File: config.mk
export PLATFORM = sky130hd
export DESIGN_NAME = video_pixel_tx
export DESIGN_NICKNAME = d
export VERILOG_FILES = /design/src/rtl/video_pixel_tx.sv
export SDC_FILE = /design/constraint.sdc
export NUM_CORES = 1
export LEC_CHECK = 0
export ABC_AREA = 1
export CAP_MARGIN = 40
export CORE_UTILIZATION = 45
export DETAILED_ROUTE_END_ITERATION = 8
export PLACE_DENSITY = 0.7
export SLEW_MARGIN = 20
export SYNTH_ARGS = -nofsm -noshare
export SYNTH_HDL_FRONTEND = slang
export SYNTH_SLANG_ARGS = --single-unit
File: constraint.sdc
create_clock -name clk -period 2.1 [get_ports clk]
set_input_delay 0.42 -clock clk [delete_from_list [all_inputs] [get_ports clk]]
set_output_delay 0.42 -clock clk [all_outputs]
set_load 0.01 [all_outputs]
File: src/rtl/video_pixel_tx.sv
// Camera-style pixel transmitter: generates FRAME_VALID/LINE_VALID timing and emits
// either an internal x+16*y test pattern or pixels pulled from an Avalon-ST sink.
module video_pixel_tx #(
    parameter int H_ACTIVE = 640,
    parameter int H_BLANK  = 160,
    parameter int V_ACTIVE = 480,
    parameter int V_BLANK  = 20000,
    parameter int FV_LEAD  = 2
) (
    input  logic        clk,
    input  logic        reset,
    input  logic        enable,
    input  logic        pattern_mode,
    input  logic        underflow_clr,
    input  logic [11:0] sink_data,
    input  logic        sink_valid,
    output logic        sink_ready,
    output logic [11:0] PIXEL_DATA,
    output logic        LINE_VALID,
    output logic        FRAME_VALID,
    output logic [15:0] frame_count,
    output logic        underflow,
    output logic        busy
);

    typedef enum logic [2:0] {
        S_IDLE, S_LEAD, S_ACTIVE, S_HBLANK, S_TRAIL, S_VBLANK
    } state_t;

    // Last-cycle markers; a zero-length parameter never reaches its compare.
    localparam logic [15:0] X_LAST  = 16'(H_ACTIVE - 1);
    localparam logic [15:0] Y_LAST  = 16'(V_ACTIVE - 1);
    localparam logic [15:0] HB_LAST = 16'(H_BLANK - 1);
    localparam logic [15:0] VB_LAST = 16'(V_BLANK - 1);
    localparam logic [15:0] FV_LAST = 16'(FV_LEAD - 1);

    state_t      state_q, state_d;
    logic [15:0] cnt_q, cnt_d;
    logic [15:0] x_q, x_d;
    logic [15:0] y_q, y_d;
    logic        mode_q, mode_d;
    logic [11:0] pixel_q, pixel_d;
    logic        lv_q, lv_d;
    logic        fv_q, fv_d;
    logic [15:0] fc_q, fc_d;
    logic        uf_q, uf_d;

    logic line_end, frame_done, new_frame, active;

    // NOTE: every always_comb output gets a default first, so no path can infer a latch.
    always_comb begin
        state_d    = state_q;
        y_d        = y_q;
        mode_d     = mode_q;
        frame_done = 1'b0;
        new_frame  = 1'b0;
        line_end   = (x_q == X_LAST);

        case (state_q)
            S_IDLE:   if (enable) begin
                          state_d   = S_LEAD;
                          new_frame = 1'b1;
                      end
            S_LEAD:   if (cnt_q == FV_LAST) state_d = S_ACTIVE;
            S_ACTIVE: if (line_end) begin
                          if (y_q < Y_LAST) begin
                              state_d = S_HBLANK;
                              y_d     = y_q + 16'd1;
                          end else begin
                              state_d = S_TRAIL;
                          end
                      end
            S_HBLANK: if (cnt_q == HB_LAST) state_d = S_ACTIVE;
            S_TRAIL:  if (cnt_q == FV_LAST) begin
                          state_d    = S_VBLANK;
                          frame_done = 1'b1;
                      end
            S_VBLANK: if (cnt_q == VB_LAST) begin
                          state_d   = enable ? S_LEAD : S_IDLE;
                          new_frame = enable;
                      end
            default:  state_d = S_IDLE;
        endcase

        // Zero-length states are skipped; order matters because one skip can lead into another.
        if (state_d == S_TRAIL && FV_LEAD == 0) begin
            state_d    = S_VBLANK;
            frame_done = 1'b1;
        end
        if (state_d == S_VBLANK && V_BLANK == 0) begin
            state_d   = enable ? S_LEAD : S_IDLE;
            new_frame = enable;
        end
        if (state_d == S_LEAD && FV_LEAD == 0) state_d = S_ACTIVE;
        if (state_d == S_HBLANK && H_BLANK == 0) state_d = S_ACTIVE;

        if (new_frame) begin
            mode_d = pattern_mode;
            y_d    = 16'd0;
        end

        x_d   = (state_q == S_ACTIVE && !line_end) ? x_q + 16'd1 : 16'd0;
        cnt_d = (state_d != state_q) ? 16'd0 : cnt_q + 16'd1;
    end

    assign active = (state_q == S_ACTIVE);

    always_comb begin
        fv_d = (state_q == S_LEAD) || (state_q == S_ACTIVE) ||
               (state_q == S_HBLANK) || (state_q == S_TRAIL);
        lv_d = active;
        if (!active)
            pixel_d = 12'd0;
        else if (mode_q)
            pixel_d = x_q[11:0] + {y_q[7:0], 4'd0};
        else
            pixel_d = sink_valid ? sink_data : 12'd0;
        // Set wins over clear so an underflow in the clear cycle is never lost.
        uf_d = (active && !mode_q && !sink_valid) || (uf_q && !underflow_clr);
        fc_d = fc_q + 16'(frame_done);
    end

    // NOTE: sequential state uses non-blocking assignments so all flops update together.
    always_ff @(posedge clk) begin
        if (reset) begin
            state_q <= S_IDLE;
            cnt_q   <= 16'd0;
            x_q     <= 16'd0;
            y_q     <= 16'd0;
            mode_q  <= 1'b0;
            pixel_q <= 12'd0;
            lv_q    <= 1'b0;
            fv_q    <= 1'b0;
            fc_q    <= 16'd0;
            uf_q    <= 1'b0;
        end else begin
            state_q <= state_d;
            cnt_q   <= cnt_d;
            x_q     <= x_d;
            y_q     <= y_d;
            mode_q  <= mode_d;
            pixel_q <= pixel_d;
            lv_q    <= lv_d;
            fv_q    <= fv_d;
            fc_q    <= fc_d;
            uf_q    <= uf_d;
        end
    end

    assign PIXEL_DATA  = pixel_q;
    assign LINE_VALID  = lv_q;
    assign FRAME_VALID = fv_q;
    assign frame_count = fc_q;
    assign underflow   = uf_q;
    assign sink_ready  = active && !mode_q;
    assign busy        = (state_q != S_IDLE);

endmodule

### After elaboration in Yosys (flattened, before gate mapping)

Cells that the tools add are included.

* bits in registers: 83
* input bits: 18
* output and inout port bits: 33
* word-level logic and storage cells: 63

* $add $sub $neg: 5
* $lt $le $gt $ge: 1
* equal/unequal tests: 10
* muxes and demuxes: 16
* bitwise operators: 2
* reduce and logical (&&, ||, !) cells: 19

Operator list (number)
* $add A16 B1 Y16 const B: 3
* $mux W12: 2
* $mux W3: 7
* $pmux W3 S6: 1
* $add A16 B1 Y16: 1
* $eq A16 B1 Y1 const B: 1
* $eq A16 B10 Y1 const B: 1
* $eq A16 B15 Y1 const B: 1
* $eq A16 B8 Y1 const B: 1
* $lt A16 B9 Y1 const B: 1
* $add A12 B12 Y12: 1
* $reduce_or A2 Y1: 4
* $eq A3 B2 Y1 const B: 2
* $eq A3 B3 Y1 const B: 2
* $mux W1: 5
* $logic_and A1 B1 Y1: 4
* $logic_not A1 Y1: 4
* $logic_or A1 B1 Y1: 4
* $eq A3 B1 Y1 const B: 1
* $logic_not A3 Y1: 1
* $ne A3 B3 Y1: 1
* $reduce_and A3 Y1: 1
* $reduce_bool A3 Y1: 1
* $not A1 Y1: 2
* $pmux W1 S2: 1

### Logic depth before layout (Yosys ltp)

Gate-level depths: netlist of run 1.

* word-level depth: 6
* depth in mapped cells: 17
* gate-level depth less buffers: 17

### Worst setup path after synthesis of run 1

No wires, ideal clock.

* path type: register to register
* start: register cnt_q[0]
* end: register fc_q[12] (netlist: frame_count[12])
* library setup time: 115 ps
* data arrival time: 2009 ps
* required time: 1985 ps
* slack: -24 ps
* stages on the path, launching flop included: 17
* buffers on the path: 0
* period minus slack after synthesis: 2124 ps
* path through: dfxtp_1 > ha_1 > nand2_1 > nor2_1 > nand3_1 > inv_1 > ha_1 > ha_1 > nand2_1 > inv_1 > nand4_1 > nor3_1 > nand2_1 > inv_1 > nand3_1 > nand2_1 > nor2_1

* longest elaborated chain between the ends: 4

RTL lines
* start: declaration: RTL line 38 `logic [15:0] cnt_q, cnt_d;`
* start signal: assignment: RTL line 138 `cnt_q <= cnt_d;`
* $eq A16 B1 Y1: RTL line 74 `S_TRAIL: if (cnt_q == FV_LAST) begin`
* $mux W1: RTL line 74
* $mux W1: RTL line 59 `case (state_q)`
* $add A16 B1 Y16: RTL line 120 `fc_d = fc_q + 16'(frame_done);`
* end signal: assignment: RTL line 134 `fc_q <= 16'd0;`
* end signal: assignment: RTL line 145 `fc_q <= fc_d;`
* end: declaration: RTL line 45 `logic [15:0] fc_q, fc_d;`

No other way between the ends.
A chain may end at the register's enable or synchronous reset.

### Worst setup path after layout of run 1

* start: register state_q[0]
* end: register fc_q[12] (netlist: frame_count[12])

* longest elaborated chain between the ends: 3

RTL lines
* start: declaration: RTL line 37 `state_t state_q, state_d;`
* start signal: assignment: RTL line 137 `state_q <= state_d;`
* $eq A3 B3 Y1: RTL line 59
* $mux W1: RTL line 59
* $add A16 B1 Y16: RTL line 120

No other way between the ends.

==> flow_summary_export.csv, run 1 <==
group,metric,value,unit
route,route.detailed.drc,0,
global_routing,grt_remaining_overflow,0,
synth,syn_avg_cell_area,7.35,µm²
synth,syn_nets,573,
global_routing,grt_pass1_wl,14.4,mm
pwr,total_power,0.00327,W
synth,synth_top_family_by_area,"simple AND/OR/NAND/NOR gates",
route,routed_via_density,4.89,
worst_setup_path,cp_data_arrival_time,2.34,ns
synth,synth_top_area_share,41.8,%
timing,fin_skew,0.0132,ns
pwr,leakagePower,2.09,nW
cts,path_clk_slew,0.09,ns
route,wl_per_cell,12.0,µm
run_status,status,"complete, no violations",
floorplan,die_x,96.0,µm
timing,hold_violations,0,
route,postRouteAntennaNets,0,
timing,slew_viol_final,0,
synth,yosysTopAreaCell,"dfxtp_1",
final_layout,num-nets-final,665,
place,place_inst,718,
worst_setup_path,startpoint_type,"flop",
final_layout,drive_above_1_share,19.0,%
global_routing,track_usage,20.1,%
cts,clk_latency,0.35,ns
route,drt_wl_total,8.94,mm
floorplan,start_util,47.5,%
synth,synth-seq-cells,83,
place,place.gp.congestion,0.826,
timing,finalCriticalPeriod,2.10,ns
route,dr.first_iter.drc_count,125,
cts,clk_path_buf_depth,2,
final_layout,fin_util,62.3,%
global_routing,antenna_found_initial,0,
hold_path,hold_path.class,"reg2reg",
timing,rsz0062_at_grt,"yes",
synth,synthMuxAreaShare,0,%
final_layout,syn2layout_area_growth,31.3,%
flow_run,cap_viol_max_count,0,
worst_setup_path,crit_path_frequent_cell,"inv_2",
timing,setup_viol,0,
pwr,irDropWorstVdd,0.481,mV
cts,cts-root-buf,"clkbuf_8",
worst_setup_path,crit_type,"reg2reg",
worst_setup_path,critPathSlowestCell,"dfxtp_1",
place,hpwl,6.36,mm
pwr,power.density,625,nW/µm²
floorplan,core,8380,µm²
synth,yosys-top-cells-area,"dfxtp_1 42%, nand2_1 8.9%, nor2_1 8.4%",
timing,slew_headroom,70.4,%
floorplan,num_io_pins,51,
synth,syn-cell-area,3980,µm²
cts,cts_hold_buf,0,
synth,netlist_instances,541,
worst_setup_path,cp_max_fo,3,
cts,cts_made_buffers,9,
synth,yosys.area_share.simple,31.4,%
place,portBuffers,50,
synth,synthDistinctLibCells,38,
global_routing,grt_max_degree,17,
cts,clkSinkCount,83,
final_layout,num_antenna_cells,0,
route,drt_first_pass_iters,4,
timing,worst_pin_slew,0.443,ns
worst_setup_path,cp.required,2.34,ns
synth,synth-xor-area-share,4.62,%
worst_setup_path,critPathMaxStageDelay,0.32,ns
floorplan,die_y,96.0,µm
synth,yosysWarnings,0,
worst_setup_path,path_cells,"inv_1 > nand2_1 > nor2_1 > nand3_2 > inv_2 > ha_4 > ha_4 > nand2_2 > inv_2 > nand4_1 > nor3_2 > nand2_1 > inv_2 > nand3_2 > nand2_2 > nor2_2",
synth,synth_compound_area_share,9.59,%
timing,finalSetupTns,0,ns
cts,cts_tree,"built",
timing,fmax,0.477,GHz
floorplan,rows,33,
global_routing,grt_pass1_vias,3347,
floorplan,die-area,9220,µm²
final_layout,stdcell_count,743,
synth,seq_area_frac_synth,41.8,%
route,vias,3630,
cts,h-tree-depth,3,
worst_setup_path,crit_path_end_kind,"flop",
timing,finalCritPeriodShare,99.9,%
synth,synthAdderAreaFrac,4.59,%
==> path summary, 6_finish.rpt <==
check	start	depth (start not counted)	slack, ns	end
worst max-delay path	state_q[0]	16	0.002	frame_count[12]
worst min-delay path	y_q[11]	2	0.43	y_q[11]
worst max register to register	state_q[0]	16	0.002	frame_count[12]
worst min register to register	y_q[11]	2	0.43	y_q[11]
==> registers in the layout, summed over array words and instances, names as in the netlist <==
register	flops
y_q	16
FRAME_VALID	1
underflow	1
frame_count	16
LINE_VALID	1
cnt_q	16
x_q	16
PIXEL_DATA	12
state_q	3
mode_q	1
==> what timing repair did <==
| action | CTS | global route |
|---|---|---|
| resized for setup | 12 | 31 |
| hold endpoints to repair | 0 | 0 |
| pin swaps | 3 | 14 |
| endpoints found under the setup margin | 7 | 16 |
| setup buffers | 4 | 5 |
==> cells in the final DEF, fill, tap and decap left out, types with 3 or more instances in the layout <==
cell type         n
nand2_1          89
nor3_1           12
dfxtp_1          80
o21ai_1           3
o21ai_0          11
xnor2_1           3
nand2_4           3
nor3_2            3
ha_4              3
nor2_1           77
clkbuf_8          9
xor2_1           18
nand4_1           8
a21oi_1          43
nor2_4            5
a22oi_1           5
dfxtp_2           3
nand3_1          27
clkdlybuf4s50_1  49
nand2_2           9
inv_2             7
nor2_2           23
nand3_2           5
buf_4            39
ha_1             10
inv_1            65
==> metrics by stage <==
step                hold WS, ns  instance area, µm²  worst slack, ns
finish                    0.428                5220          0.00228
global route              0.450                5220           -0.147
CTS                       0.432                5090         0.000902
detailed placement        0.419                4800          -0.0882
global placement          0.414                4800          0.00897
floorplan                 0.408                3990           0.0396
==> where the power goes <==
| group | internal (W) | switching, W | total (W) | leakage, nW |
|---|---|---|---|---|
| sequential | 0.00160 | 0.0000213 | 0.00162 | 0.671 |
| clock | 0.000678 | 0.000606 | 0.00128 | 0.106 |
| combinational | 0.000163 | 0.000199 | 0.000362 | 1.32 |
| total | 0.00244 | 0.000827 | 0.00327 | 2.09 |
==> layer usage <==
| metal | global-route usage, % | vias to the layer above | wire [µm] |
|---|---|---|---|
| li1 | - | 1904 | - |
| met1 | 24.6 | 1657 | 4170 |
| met2 | 34.0 | 59 | 4170 |
| met3 | 5.77 | 10 | 483 |
| met4 | 5.85 | 0 | 127 |
| met5 | 0 | - | 0 |
==> critical path, delay by kind of cell, from the launching register on <==
kind	cells	cell delay [ns]
adder cells (fa/ha/maj)	2	0.28
AND/OR/NAND/NOR	10	1.08
buffers and inverters	4	0.32
flip-flops	1	0.32
==> cells by family after synthesis <==
logic type      count (synthesis)
fa+ha+maj                      14
simple gates                  272
xor+xnor                       21
buf+inv                        81
compound gates                 70
flops                          83
==> final cells by class <==
class,instances,area (µm²)
Clock buffer,9,124
Clock inverter,7,101
Fill cell,733,3160
Inverter,73,275
Multi-Input combinational cell,377,2130
Sequential cell,83,1670
Tap cell,105,131
Timing Repair Buffer,89,792
==> cell usage after synthesis <==
cell type / n
dfxtp_1: 83
clkinv_2: 1
or2_0: 1
nand2_4: 3
and3_1: 1
nand3b_1: 2
nand3_1: 30
nor2_2: 14
nor2_4: 2
or2_2: 1
nand2_2: 4
o21ai_0: 14
buf_2: 1
nand3_2: 3
a22oi_1: 5
inv_1: 70
o211ai_1: 1
a211oi_1: 2
nand4_1: 8
nand2_1: 94
buf_8: 1
a21oi_1: 43
nor2_8: 1
xnor2_1: 3
fa_1: 1
a31oi_1: 1
nor3_1: 14
xor2_1: 18
ha_1: 13
clkbuf_1: 6
o21a_1: 1
o21bai_1: 2
inv_2: 2
nor3_2: 2
nor2_1: 89
a21o_1: 1
nor4_1: 1
nor3b_1: 2
No activity file was read; power rests on OpenSTA's default activity.
==> inputs of run 2 (changes only) <==
ABC_AREA = 0   (was 1)
SLEW_MARGIN = 10   (was 20)
==> flow_summary_export.csv, run 2 <==
group,metric,value,unit
run_status,status,"complete, but fails checks",
run_status,violations,"negative setup slack",
synth,synthDistinctLibCells,43,
final_layout,fin_area,5300,µm²
cts,clk_latency,0.35,ns
cts,clkSinkCount,83,
cts,cts-root-buf,"clkbuf_8",
place,post_dp_cell_area,4720,µm²
floorplan,die-area,8760,µm²
final_layout,syn2layout_area_growth,40.5,%
synth,synth-seq-cells,83,
route,drt_wl_total,9.04,mm
hold_path,hold_path.class,"reg2reg",
final_layout,ff_latch_area,1670,µm²
synth,seq_area_frac_synth,44.0,%
floorplan,rows,33,
worst_setup_path,cp.required,2.39,ns
final_layout,drive_above_1_share,24.5,%
route,wl_per_cell,14.0,µm
pwr,net-switching-power,0.000706,W
worst_setup_path,path_cells,"or4bb_1 > or4_4 > o41ai_4 > nor3_4 > o2111ai_2 > o2111ai_4 > buf_12 > nor2_2",
pwr,power.density,568,nW/µm²
place,portBuffers,50,
timing,hold_violations,0,
pwr,irDropWorstVdd,0.368,mV
synth,netlist_instances,425,
global_routing,grt_pass1_wl,13.9,mm
timing,setup_viol,48,
timing,rsz0062_at_grt,"yes",
route,dr.first_iter.drc_count,107,
route,postRouteAntennaNets,0,
synth,syn-cell-area,3770,µm²
global_routing,antenna_found_initial,0,
synth,synth_common_cells,"84 x nor2_1, 83 x dfxtp_1, 32 x xor2_1, 23 x nand3_1, 22 x nand2_1",
global_routing,track_usage,20.3,%
worst_setup_path,rrSetupSlack,-0.35,ns
synth,syn_avg_cell_area,8.88,µm²
worst_setup_path,critPathTopFamily,"simple AND/OR/NAND/NOR gates",
worst_setup_path,critPathSlowestCell,"or4_4",
pwr,pwr-share-comb,8.9,%
pwr,switching_share,23.4,%
synth,synth-main-ff-cell,"dfxtp_1",
final_layout,num_antenna_cells,0,
route,vias,3304,
synth,syn_nets,457,
worst_setup_path,cp_data_arrival_time,2.74,ns
hold_path,min_from,"y_q[12]",
cts,clk_path_buf_depth,2,
route,drt_first_pass_iters,4,
place,hpwl,5.93,mm
worst_setup_path,timing.rr.start,"cnt_q[12]",
flow_run,cap_viol_max_count,0,
route,routed_via_density,5.13,
worst_setup_path,r2r-end,"cnt_q[5]",
pwr,leakagePower,2.04,nW
place,pre_cts_ws,-0.441,ns
floorplan,start_util,46.2,%
worst_setup_path,critPathMaxStageDelay,0.57,ns
worst_setup_path,crit_buf_inv,1,
worst_setup_path,cp_max_fo,16,
floorplan,die_y,93.6,µm
global_routing,grt_pass1_vias,3108,
timing,setup_slack,-0.346,ns
hold_path,min_path_cells,1,
worst_setup_path,reg2reg_depth,8,
floorplan,die_x,93.6,µm
synth,yosys-top-cells-area,"dfxtp_1 44%, nor2_1 8.4%, xor2_1 7.4%",
hold_path,min_to,"y_q[12]",
route,route.detailed.drc,0,
synth,synth_top_area_share,44.0,%
global_routing,grt_remaining_overflow,0,
final_layout,num-nets-final,566,
timing,fin_skew,0.00801,ns
timing,finalCriticalPeriod,2.45,ns
cts,h-tree-depth,3,
cts,cts_hold_buf,0,
pwr,pwr-share-seq,53.2,%
floorplan,core,8180,µm²
synth,yosys.cell_count.top_type,"nor2_1",
timing,slew_viol_final,0,
timing,finalSetupTns,-9.71,ns
place,place.gp.congestion,0.830,
final_layout,layout_common_cells,"79 x nor2_1, 77 x dfxtp_1, 55 x buf_4, 49 x clkdlybuf4s50_1, 32 x xor2_1",
synth,synthArstFlopShare,0,%
pwr,p_int,0.00230,W
worst_setup_path,crit_path_end_kind,"flop",
place,place_inst,614,
synth,yosysWarnings,0,
worst_setup_path,startpoint_type,"flop",
timing,worst_pin_slew,0.757,ns
synth,synth_edf_count,0,
global_routing,grt_max_degree,19,
pwr,power.share.clock,37.9,%
final_layout,stdcell_count,644,
timing,fmax,0.409,GHz
floorplan,num_io_pins,51,
worst_setup_path,crit_type,"reg2reg",
timing,hold_slack,0.467,ns
cts,cts_made_buffers,9,
synth,yosysTopAreaCell,"dfxtp_1",
final_layout,layout_commonest_cell,"nor2_1",
final_layout,multi_input_area,2250,µm²
final_layout,fillers,684,
timing,slew_headroom,49.4,%
cts,cts_tree,"built",
cts,path_clk_slew,0.08,ns
timing,finalCritPeriodShare,116,%
[run 2: changes by cell type in the layout (fill, tap and decap cells not counted), sizes merged, moves of 5 or more]
cell	before	now
a21oi	43	10
a22oi	5	10
and2	0	10
and3	1	13
buf	39	63
inv	73	11
nand2	101	22
nand3	33	23
nor2	106	84
nor2b	0	6
nor3	16	11
o21ai	14	7
xnor2	3	21
xor2	18	32
[run 2: how the worst max path moves through the flow]
stage,from,cells past startpoint,end
2_1_floorplan,cnt_q[11],7,cnt_q[0]
3_3_place_gp,cnt_q[13],6,cnt_q[6]
3_5_place_dp,cnt_q[13],6,cnt_q[5]
4_1_cts,cnt_q[12],8,cnt_q[6]
5_1_grt,cnt_q[12],8,cnt_q[7]
6_report,cnt_q[12],8,cnt_q[5]
[run 2: cell families (layout without fill, tap and decap cells)]
family	count (synthesis)	in the layout	synth area share (%)
and+or+nand+nor	206	207	27.2
DFF	83	83	44.0
xor gates and xnor gates	53	53	12.3
AOI/OAI and AO/OA	39	39	7.99
buffers and inverters	27	140	2.88
adders and majority gates	14	14	4.84
muxes	3	3	0.796
[run 2: area by class of cell]
cell class                      instances  share of cell area [%]
Multi-Input combinational cell        316                    42.5
Inverter                               11                   0.779
Timing Repair Buffer                  113                    19.1
Tap cell                              105                    2.48
Clock buffer                           12                    2.74
Clock inverter                          4                   0.944
Sequential cell                        83                    31.5
[run 2: per-stage QoR]
stage / utilization, % / total power, W
after floorplan: - / 0.00176
after global placement: 57.7 / 0.00185
after detailed placement: 57.7 / 0.00185
after CTS: 61.8 / 0.00301
after global routing: 64.9 / 0.00310
final: 64.9 / 0.00301
[run 2: what timing repair did]
action	4_1_cts	5_1_grt
endpoints found under the setup margin	51	51
cloned	1	0
resized for setup	23	40
setup buffers	3	11
pin swaps	8	23
[run 2: layer usage]
| layer | part of all wire, % | up-vias | global-route usage, % |
|---|---|---|---|
| li1 | - | 1663 | - |
| met1 | 44 | 1556 | 23.7 |
| met3 | 3.9 | 16 | 4.31 |
| met4 | 1.6 | 0 | 7.31 |
| met2 | 50 | 69 | 36.3 |
| met5 | 0 | - | 0 |
[run 2: power by group through the flow]
| stage | sequential, W | clock [W] | combinational, W |
|---|---|---|---|
| after floorplan | 0.00164 | 0 | 0.000122 |
| after global placement | 0.00163 | 0 | 0.000213 |
| after detailed placement | 0.00163 | 0 | 0.000217 |
| after CTS | 0.00160 | 0.00116 | 0.000252 |
| after global routing | 0.00160 | 0.00121 | 0.000286 |
| final | 0.00160 | 0.00114 | 0.000268 |
[run 2: worst reg2reg max path: stages (launching register included)]
cell and delay (ns):
dfxtp_1 0.32, or4bb_1 0.52, or4_4 0.57, o41ai_4 0.31, nor3_4 0.11, o2111ai_2 0.10, o2111ai_4 0.15, buf_12 0.19
nor2_2 0.11
